--- src/rtl/mult_share_arbiter.sv ---
// mult_share_arbiter: round-robin sharing of one combinational 16x16
// Wallace-tree multiplier among NREQ requesters. There are two register
// stages: S1 holds the granted operands, and S2 holds the product. Products
// return tagged with the requester index over a valid/ready channel.
//
// Handshake rules. Each handshake is valid && ready on the same rising edge.
//   - Request side: req_ready depends combinationally on req_valid.
//   - Response side: rsp_* stay stable while rsp_valid && !rsp_ready.

// Unsigned 16x16 multiplier. Partial products are reduced by layers of 3:2
// carry-save compressors (16 -> 11 -> 8 -> 6 -> 4 -> 3 -> 2 rows), and a
// single carry-propagate add then finishes the result. Every row is 32 bits
// wide. The product fits in 32 bits, so the carries shifted out of the top
// never carry any weight.
module wallace_multiplier (
  input  logic [15:0] a,
  input  logic [15:0] b,
  output logic [31:0] p
);

  logic [31:0] l0 [16];
  logic [31:0] l1 [11];
  logic [31:0] l2 [8];
  logic [31:0] l3 [6];
  logic [31:0] l4 [4];
  logic [31:0] l5 [3];
  logic [31:0] l6 [2];

  function automatic logic [31:0] csa_sum(input logic [31:0] x, input logic [31:0] y,
                                          input logic [31:0] z);
    return x ^ y ^ z;
  endfunction

  function automatic logic [31:0] csa_carry(input logic [31:0] x, input logic [31:0] y,
                                            input logic [31:0] z);
    return ((x & y) | (x & z) | (y & z)) << 1;
  endfunction

  // Partial products: row i is a shifted by i when b[i] is set.
  always_comb begin
    for (int i = 0; i < 16; i++) begin
      l0[i] = b[i] ? (32'(a) << i) : 32'd0;
    end
  end

  // Layer 1: 16 rows -> 5 compressors plus 1 pass-through row.
  always_comb begin
    for (int g = 0; g < 5; g++) begin
      l1[2*g]   = csa_sum(l0[3*g], l0[3*g+1], l0[3*g+2]);
      l1[2*g+1] = csa_carry(l0[3*g], l0[3*g+1], l0[3*g+2]);
    end
    l1[10] = l0[15];
  end

  // Layer 2: 11 rows -> 3 compressors plus 2 pass-through rows.
  always_comb begin
    for (int g = 0; g < 3; g++) begin
      l2[2*g]   = csa_sum(l1[3*g], l1[3*g+1], l1[3*g+2]);
      l2[2*g+1] = csa_carry(l1[3*g], l1[3*g+1], l1[3*g+2]);
    end
    l2[6] = l1[9];
    l2[7] = l1[10];
  end

  // Layer 3: 8 rows -> 2 compressors plus 2 pass-through rows.
  always_comb begin
    for (int g = 0; g < 2; g++) begin
      l3[2*g]   = csa_sum(l2[3*g], l2[3*g+1], l2[3*g+2]);
      l3[2*g+1] = csa_carry(l2[3*g], l2[3*g+1], l2[3*g+2]);
    end
    l3[4] = l2[6];
    l3[5] = l2[7];
  end

  // Layer 4: 6 rows -> 2 compressors.
  always_comb begin
    for (int g = 0; g < 2; g++) begin
      l4[2*g]   = csa_sum(l3[3*g], l3[3*g+1], l3[3*g+2]);
      l4[2*g+1] = csa_carry(l3[3*g], l3[3*g+1], l3[3*g+2]);
    end
  end

  // Layer 5: 4 rows -> 1 compressor plus 1 pass-through row.
  always_comb begin
    l5[0] = csa_sum(l4[0], l4[1], l4[2]);
    l5[1] = csa_carry(l4[0], l4[1], l4[2]);
    l5[2] = l4[3];
  end

  // Layer 6: 3 rows -> the final sum/carry pair.
  always_comb begin
    l6[0] = csa_sum(l5[0], l5[1], l5[2]);
    l6[1] = csa_carry(l5[0], l5[1], l5[2]);
  end

  // The final carry-propagate addition.
  always_comb begin
    p = l6[0] + l6[1];
  end

endmodule

module mult_share_arbiter #(
  parameter int NREQ  = 4,
  parameter int WIDTH = 16
) (
  input  logic                      clk,
  input  logic                      rst_n,
  input  logic [NREQ-1:0]           req_valid,
  output logic [NREQ-1:0]           req_ready,
  input  logic [NREQ*WIDTH-1:0]     req_a,
  input  logic [NREQ*WIDTH-1:0]     req_b,
  output logic                      rsp_valid,
  input  logic                      rsp_ready,
  output logic [$clog2(NREQ)-1:0]   rsp_id,
  output logic [2*WIDTH-1:0]        rsp_prod,
  output logic                      busy
);

  localparam int IDW = $clog2(NREQ);
  localparam int PW  = 2 * WIDTH;

  // Round-robin pointer: the requester that is searched first.
  logic [IDW-1:0]   ptr;

  // S1: the operand register.
  logic             v1;
  logic [IDW-1:0]   id1;
  logic [WIDTH-1:0] a1;
  logic [WIDTH-1:0] b1;

  // S2: the product register.
  logic             v2;
  logic [IDW-1:0]   id2;
  logic [PW-1:0]    p2;

  logic             adv1;
  logic             adv2;
  logic             accept1;
  logic             found;
  logic [IDW-1:0]   win;
  logic             hs;
  logic [WIDTH-1:0] sel_a;
  logic [WIDTH-1:0] sel_b;
  logic [PW-1:0]    mult_p;

  assign adv2    = !v2 || rsp_ready;
  assign adv1    = v1 && adv2;
  assign accept1 = !v1 || adv1;

  // Winner search: the first valid requester, starting at ptr and wrapping
  // modulo NREQ. IDW-bit addition wraps naturally because NREQ is a power of two.
  always_comb begin
    found = 1'b0;
    win   = '0;
    for (int k = 0; k < NREQ; k++) begin
      if (!found && req_valid[IDW'(ptr + IDW'(k))]) begin
        found = 1'b1;
        win   = IDW'(ptr + IDW'(k));
      end
    end
  end

  // Grant only the winner, and only when S1 can take a new entry.
  // Gating with rst_n keeps every grant low while reset is asserted.
  assign hs = rst_n && found && accept1;

  // Drive the one-hot request acceptance from the handshake decision.
  always_comb begin
    req_ready = '0;
    if (hs) begin
      req_ready[win] = 1'b1;
    end
  end

  assign sel_a = req_a[32'(win)*WIDTH +: WIDTH];
  assign sel_b = req_b[32'(win)*WIDTH +: WIDTH];

  wallace_multiplier u_mult (
    .a (a1),
    .b (b1),
    .p (mult_p)
  );

  // Arbiter pointer: move past the winner only when a handshake happens.
  always_ff @(posedge clk or negedge rst_n) begin
    if (!rst_n) begin
      ptr <= '0;
    end else if (hs) begin
      ptr <= win + IDW'(1);
    end
  end

  // S1: load on a handshake, empty when the entry moves on with no
  // replacement, otherwise hold.
  always_ff @(posedge clk or negedge rst_n) begin
    if (!rst_n) begin
      v1  <= 1'b0;
      id1 <= '0;
      a1  <= '0;
      b1  <= '0;
    end else if (hs) begin
      v1  <= 1'b1;
      id1 <= win;
      a1  <= sel_a;
      b1  <= sel_b;
    end else if (adv1) begin
      v1  <= 1'b0;
    end
  end

  // S2: capture the multiplier output whenever S2 is empty or being consumed.
  always_ff @(posedge clk or negedge rst_n) begin
    if (!rst_n) begin
      v2  <= 1'b0;
      id2 <= '0;
      p2  <= '0;
    end else if (adv2) begin
      v2  <= v1;
      id2 <= id1;
      p2  <= mult_p;
    end
  end

  assign rsp_valid = v2;
  assign rsp_id    = id2;
  assign rsp_prod  = p2;
  assign busy      = v1 || v2;

endmodule
--- config.mk ---
export PLATFORM = sky130hd
export DESIGN_NAME = mult_share_arbiter
export DESIGN_NICKNAME = d
export VERILOG_FILES = /design/src/rtl/mult_share_arbiter.sv
export SDC_FILE = /design/constraint.sdc
export NUM_CORES = 1
export LEC_CHECK = 0
export ABC_AREA = 0
export CELL_PAD_IN_SITES_DETAIL_PLACEMENT = 1
export CELL_PAD_IN_SITES_GLOBAL_PLACEMENT = 1
export CORE_UTILIZATION = 44
export DETAILED_ROUTE_END_ITERATION = 10
export PLACE_DENSITY_LB_ADDON = 0.1
export SKIP_CTS_REPAIR_TIMING = 1
export SYNTH_ARGS = -nofsm -noshare
export SYNTH_HDL_FRONTEND = slang
export SYNTH_HIERARCHICAL = 1
export SYNTH_SLANG_ARGS = --single-unit
--- constraint.sdc ---
create_clock -name clk -period 6.35 [get_ports clk]
set_input_delay 1.27 -clock clk [delete_from_list [all_inputs] [get_ports clk]]
set_output_delay 1.27 -clock clk [all_outputs]
set_load 0.02 [all_outputs]
[After elaboration in Yosys (flattened, before gate mapping)]
Index checks and enable logic that the tools add are counted.
Storage, ports and cells
  bits in registers: 72
  bits in latches: 0
  bits in writable memories: 0
  ROM bits: 0
  input bits: 135
  output and inout port bits: 40
  word-level logic and storage cells: 172
  memories kept: 0
Cells by class
  $add $sub $neg: 5
  multiply operators: 0
  divide/modulo/power cells: 0
  magnitude comparators: 6
  equality and inequality tests: 0
  shifts and indexed selects: 2
  multiplexer cells: 37
  bitwise logic cells: 98
  reduce and logical (&&, ||, !) cells: 16
Operator list (number)
  31-bit AND: 42
  31-bit bitwise OR: 28
  32-bit bitwise XOR: 22
  64-bit by 7-bit indexed part select with 16-bit output: 2
  32-bit adder: 1
  32-bit by 18-bit bitwise XOR with 32-bit output: 1
  32-bit by 21-bit bitwise XOR with 32-bit output: 1
  32-bit by 24-bit bitwise XOR with 32-bit output: 1
  32-bit by 27-bit bitwise XOR with 32-bit output: 1
  32-bit by 30-bit bitwise XOR with 32-bit output: 1
  32-bit by 31-bit bitwise XOR with 32-bit output: 1
  31-bit two-way mux: 1
  30-bit two-way mux: 1
  29-bit two-way mux: 1
  28-bit two-way mux: 1
  27-bit two-way mux: 1
  26-bit two-way mux: 1
  25-bit two-way mux: 1
  24-bit two-way mux: 1
  23-bit two-way mux: 1
  22-bit two-way mux: 1
  21-bit two-way mux: 1
  20-bit two-way mux: 1
  19-bit two-way mux: 1
  16 further kinds: 50

[Depth between registers and ports, before layout]
  depth after elaboration: 20
  gate-level depth with buffers: 23
  gate-level depth less buffers: 21

[By module]
Netlist, hierarchy kept.
Modules (own cells, without submodules)
  wallace_multiplier: instances 1, cells each 881, area each 8003.9 sq um, sequential area each 0.0 sq um
  mult_share_arbiter: instances 1, cells each 341, area each 3948.8 sq um, sequential area each 1801.7 sq um

[Worst setup path after synthesis]
Ideal clock, no wire load.
  path kind: register to register
  from: reg b1[14]
  to: reg p2[26] (netlist: rsp_prod[26])
  library setup time: 125 ps
  arrival time: 5449 ps
  required time: 6225 ps
  path slack: 776 ps
  stages on the path, launching flop included: 19
  cells stage by stage: dfrtp_1 > clkbuf_1 > nand2_1 > fa_1 > fa_1 > fa_1 > fa_1 > fa_1 > fa_1 > inv_1 > ha_1 > and3_1 > a31o_1 > a21oi_2 > o211ai_1 > a21boi_1 > o21ai_1 > xor2_1 > mux2_2
On the way
  cells in the longest elaborated chain, start to end: 17
  elaborated cells between the ends (all ways): 45
Ends and longest elaborated chain
  from (decl): line 130  | logic [WIDTH-1:0] b1;
  from (signal assigned): line 206  | b1 <= sel_b;
  30-bit two-way mux (*): line 42  | l0[i] = b[i] ? (32'(a) << i) : 32'd0;
  32-bit by 30-bit bitwise XOR with 32-bit output: line 31  | return x ^ y ^ z;
  31-bit AND: line 36  | return ((x & y) | (x & z) | (y & z)) << 1;
  31-bit bitwise OR (2 in a row): line 36
  31-bit AND: line 36
  31-bit bitwise OR (2 in a row): line 36
  32-bit bitwise XOR: line 31
  32-bit by 31-bit bitwise XOR with 32-bit output: line 31
  31-bit AND: line 36
  31-bit bitwise OR (2 in a row): line 36
  31-bit AND: line 36
  31-bit bitwise OR (2 in a row): line 36
  32-bit adder (*): line 98  | p = l6[0] + l6[1];
  net mult_p[26]: line 145  | logic [PW-1:0] mult_p;
  to (signal assigned): line 221  | p2 <= mult_p;
  to (decl): line 135  | logic [PW-1:0] p2;
The timed path passes the listed nets; every way through them passes the cells marked *.
A chain may end at the register's enable or synchronous reset.

[Final worst setup path]
  from: reg a1[7]
  to: reg p2[26] (netlist: rsp_prod[26])
On the way
  cells in the longest elaborated chain, start to end: 20
  elaborated cells between the ends (all ways): 115
Ends and longest elaborated chain
  from (decl): line 129  | logic [WIDTH-1:0] a1;
  from (signal assigned): line 205  | a1 <= sel_a;
  16-bit two-way mux, or another cell as far along: line 42
  31-bit AND: line 36
  31-bit bitwise OR (2 in a row): line 36
  31-bit AND: line 36
  31-bit bitwise OR (2 in a row): line 36
  31-bit AND: line 36
  31-bit bitwise OR (2 in a row): line 36
  31-bit AND: line 36
  31-bit bitwise OR (2 in a row): line 36
  31-bit AND: line 36
  31-bit bitwise OR (2 in a row): line 36
  31-bit AND: line 36
  31-bit bitwise OR (2 in a row): line 36
  32-bit adder (*): line 98
  net mult_p[26]: line 145
Marks and branches as above.

==> out/qor.yml <==
logic_synthesis:
  synth_seq_cells: 72
  synth_top_area_share_pct: 33.7
  synth.cell_area_mm2: 0.0120
  synthTopCellsByArea: "fa_1, dfrtp_1, ha_1, and2_1, inv_1"
  synth_area_leader_cell: "fa_1"
  yosysSeqAreaShare_pct: 15.1
  synthFlopType: "dfrtp_1"
  synth.distinct_cells: 56
  async_reset_ff_share_pct: 100
  synth_edf_count: 0
  synth_nets: 1635
  synthCells: 1222
  syn_avg_cell_area_um2: 9.78
  ys_warn_count: 6
cells_and_area:
  layout_common_cells: "fa_1, inv_1, clkdlybuf4s50_1"
  seqCellArea_mm2: 0.00181
  final_nets: 1765
  final_common_cell: "fa_1"
  fillCellCount: 2989
  drive_gt1_share_pct: 9.14
  diodes: 0
  area_delta_synth_final_pct: 18.9
  multi_input_area_mm2: 0.00917
floorplanning:
  die_area_mm2: 0.0278
  rows: 59
  pin_count: 175
  start_util_pct: 45.4
  die_y_um: 167
  die_w_um: 167
  core_area_mm2: 0.0264
clock_tree:
  cts_inserted_buffers: 9
  clk_pin_slew_ns: 0.07
  cts-htree-levels: 3
  cts_tree: "done"
  cts.sinks: 72
  root_buffer: "clkbuf_16"
  clock_latency_ns: 0.35
  cts_buffer_depth: 2
sta:
  final.setup.tns_ns: 0
  setup_viol: 0
  fmax_ghz: 0.162
  tightest_slew_ns: 1.13
  rsz0062_at_grt: "no"
  drv_slew: 0
  skew_ns: 0.0134
  relSlewSlack_pct: 24.4
  post-route-period-util_pct: 97.0
  layout_min_cycle_time_ns: 6.16
  hold_viol: 0
hold_path:
  worstHoldPathType: "register to register"
detailed_routing:
  ant_nets: 0
  drt-initial-drc-count: 464
  avgRoutedWirePerCell_um: 21.4
  vias: 9429
  dr.pass1.iters: 5
  via_per_inst: 5.58
  drt_wl_total_mm: 36.2
  drc: 0
setup_path:
  cp_data_required_time_ns: 6.58
  startpoint_type: "register"
  cp_common_cell: "fa_1"
  path_class: "register to register"
  reg2reg_depth: 18
  arrival_ns: 6.39
  path_cells: "and2_1 > fa_1 > inv_1 > fa_1 > fa_1 > fa_1 > fa_1 > fa_1 > inv_1 > ha_1 > and3_1 > a31o_1 > a21oi_2 > o211ai_1 > a21boi_1 > o21ai_1 > xor2_1 > mux2_2"
  crit_fanout: 17
  r2r_slack_ns: 0.19
  max_stage_delay_ns: 0.80
  r2r_start: "a1[7]$_DFFE_PN0P_"
  r2r_end: "rsp_prod[26]$_DFFE_PN0P_"
  crit_end: "rsp_prod[26]$_DFFE_PN0P_"
  cpMaxStageDelayCell: "dfrtp_1"
  setup.worst_path.end_class: "register"
  crit_path_start: "a1[7]$_DFFE_PN0P_"
placement:
  dp_hpwl_mm: 27.4
  gp_congestion: 0.841
  portBuffers: 174
global_routing:
  grt_overflow_total: 0
  grt_max_degree: 55
  track_usage_pct: 26.9
  grt_antenna_before_repair: 3
  first_global_vias: 10672
  grt_pass1_wl_mm: 57.7
status:
  status: "finished clean"
run:
  drv_cap: 0
## metal layers
metal / track usage, % / vias to the layer above / wire length (µm)
met1: 32.7 / 4936 / 14200
met3: 3.21 / 59 / 1250
li1: - / 4207 / -
met2: 49.3 / 225 / 19800
met4: 8.21 / 2 / 907
met5: 0 / - / 13
## worst max-delay path: cells and delay by family, from the launching register on
family / cells / cell delay [ns]
AND/OR/NAND/NOR: 2 / 0.49
XOR/XNOR: 1 / 0.15
flip-flops: 1 / 0.80
adder cells (fa/ha/maj): 7 / 3.26
buffers and inverters: 2 / 0.16
multiplexers: 1 / 0.27
AO/OA/AOI/OAI: 5 / 0.87
## final cells by class
type	count	share of cell area, %
multi-input combinational	905	64.5
timing repair buffer	189	13.0
sequential	72	12.8
inverter	175	4.62
tap	335	2.95
clock buffer	10	1.68
clock inverter	5	0.405
## sequential cells by signal, summed over array words and instances, names as in the netlist
register	cells
v1	1
id1	2
rsp_prod	32
ptr	2
rsp_id	2
rsp_valid	1
b1	16
a1	16
## through the flow
step | worst slack, ns | hold slack (ns) | std cells | area, µm² | util, %
finish | 0.193 | 0.497 | 1691 | 14200 | 53.9
floorplan | 0.776 | 0.441 | 1222 | 12000 | -
CTS | 0.163 | 0.499 | 1691 | 14200 | 53.9
global route | 0.0146 | 0.524 | 1691 | 14200 | 53.9
global placement | 0.322 | 0.458 | 1676 | 13900 | 52.7
detailed placement | 0.230 | 0.475 | 1676 | 13900 | 52.7
## cell usage after synthesis (10+ instances only)
cell and number:
nor2_1 34, a211oi_2 18, clkbuf_1 53, mux2i_1 21
ha_1 77, buf_2 10, nand2_1 131, nand4_1 15
xnor2_1 11, dfrtp_1 72, a21o_1 19, mux2_2 43
xor2_1 10, and4_1 20, fa_1 201, a211oi_1 25
a221o_1 12, and2_1 142, o31ai_1 12, inv_1 175
a21oi_1 34
## cell families after synthesis
| kind of cell | Yosys count | share of synthesized area, % |
|---|---|---|
| XOR/XNOR | 21 | 1.54 |
| buffers and inverters | 245 | 8.26 |
| AO/OA/AOI/OAI | 160 | 10.4 |
| multiplexers | 67 | 6.19 |
| AND/OR/NAND/NOR | 379 | 16.8 |
| flip-flops | 72 | 15.1 |
| adder cells (fa/ha/maj) | 278 | 41.7 |
## how the worst min path moves through the flow
stage	startpoint	endpoint	slack, ns	cells after the start
after floorplan	id1[1]$_DFFE_PN0P_	id1[1]$_DFFE_PN0P_	0.44	2
after global placement	id1[1]$_DFFE_PN0P_	id1[1]$_DFFE_PN0P_	0.46	2
after detailed placement	id1[0]$_DFFE_PN0P_	id1[0]$_DFFE_PN0P_	0.48	2
after CTS	id1[0]$_DFFE_PN0P_	id1[0]$_DFFE_PN0P_	0.50	2
after global routing	rsp_prod[23]$_DFFE_PN0P_	rsp_prod[23]$_DFFE_PN0P_	0.52	1
final	id1[1]$_DFFE_PN0P_	id1[1]$_DFFE_PN0P_	0.50	2
Power is left out: the tool's default activity adds up to more than one toggle a clock period on the data nets, which glitch-free logic cannot reach.
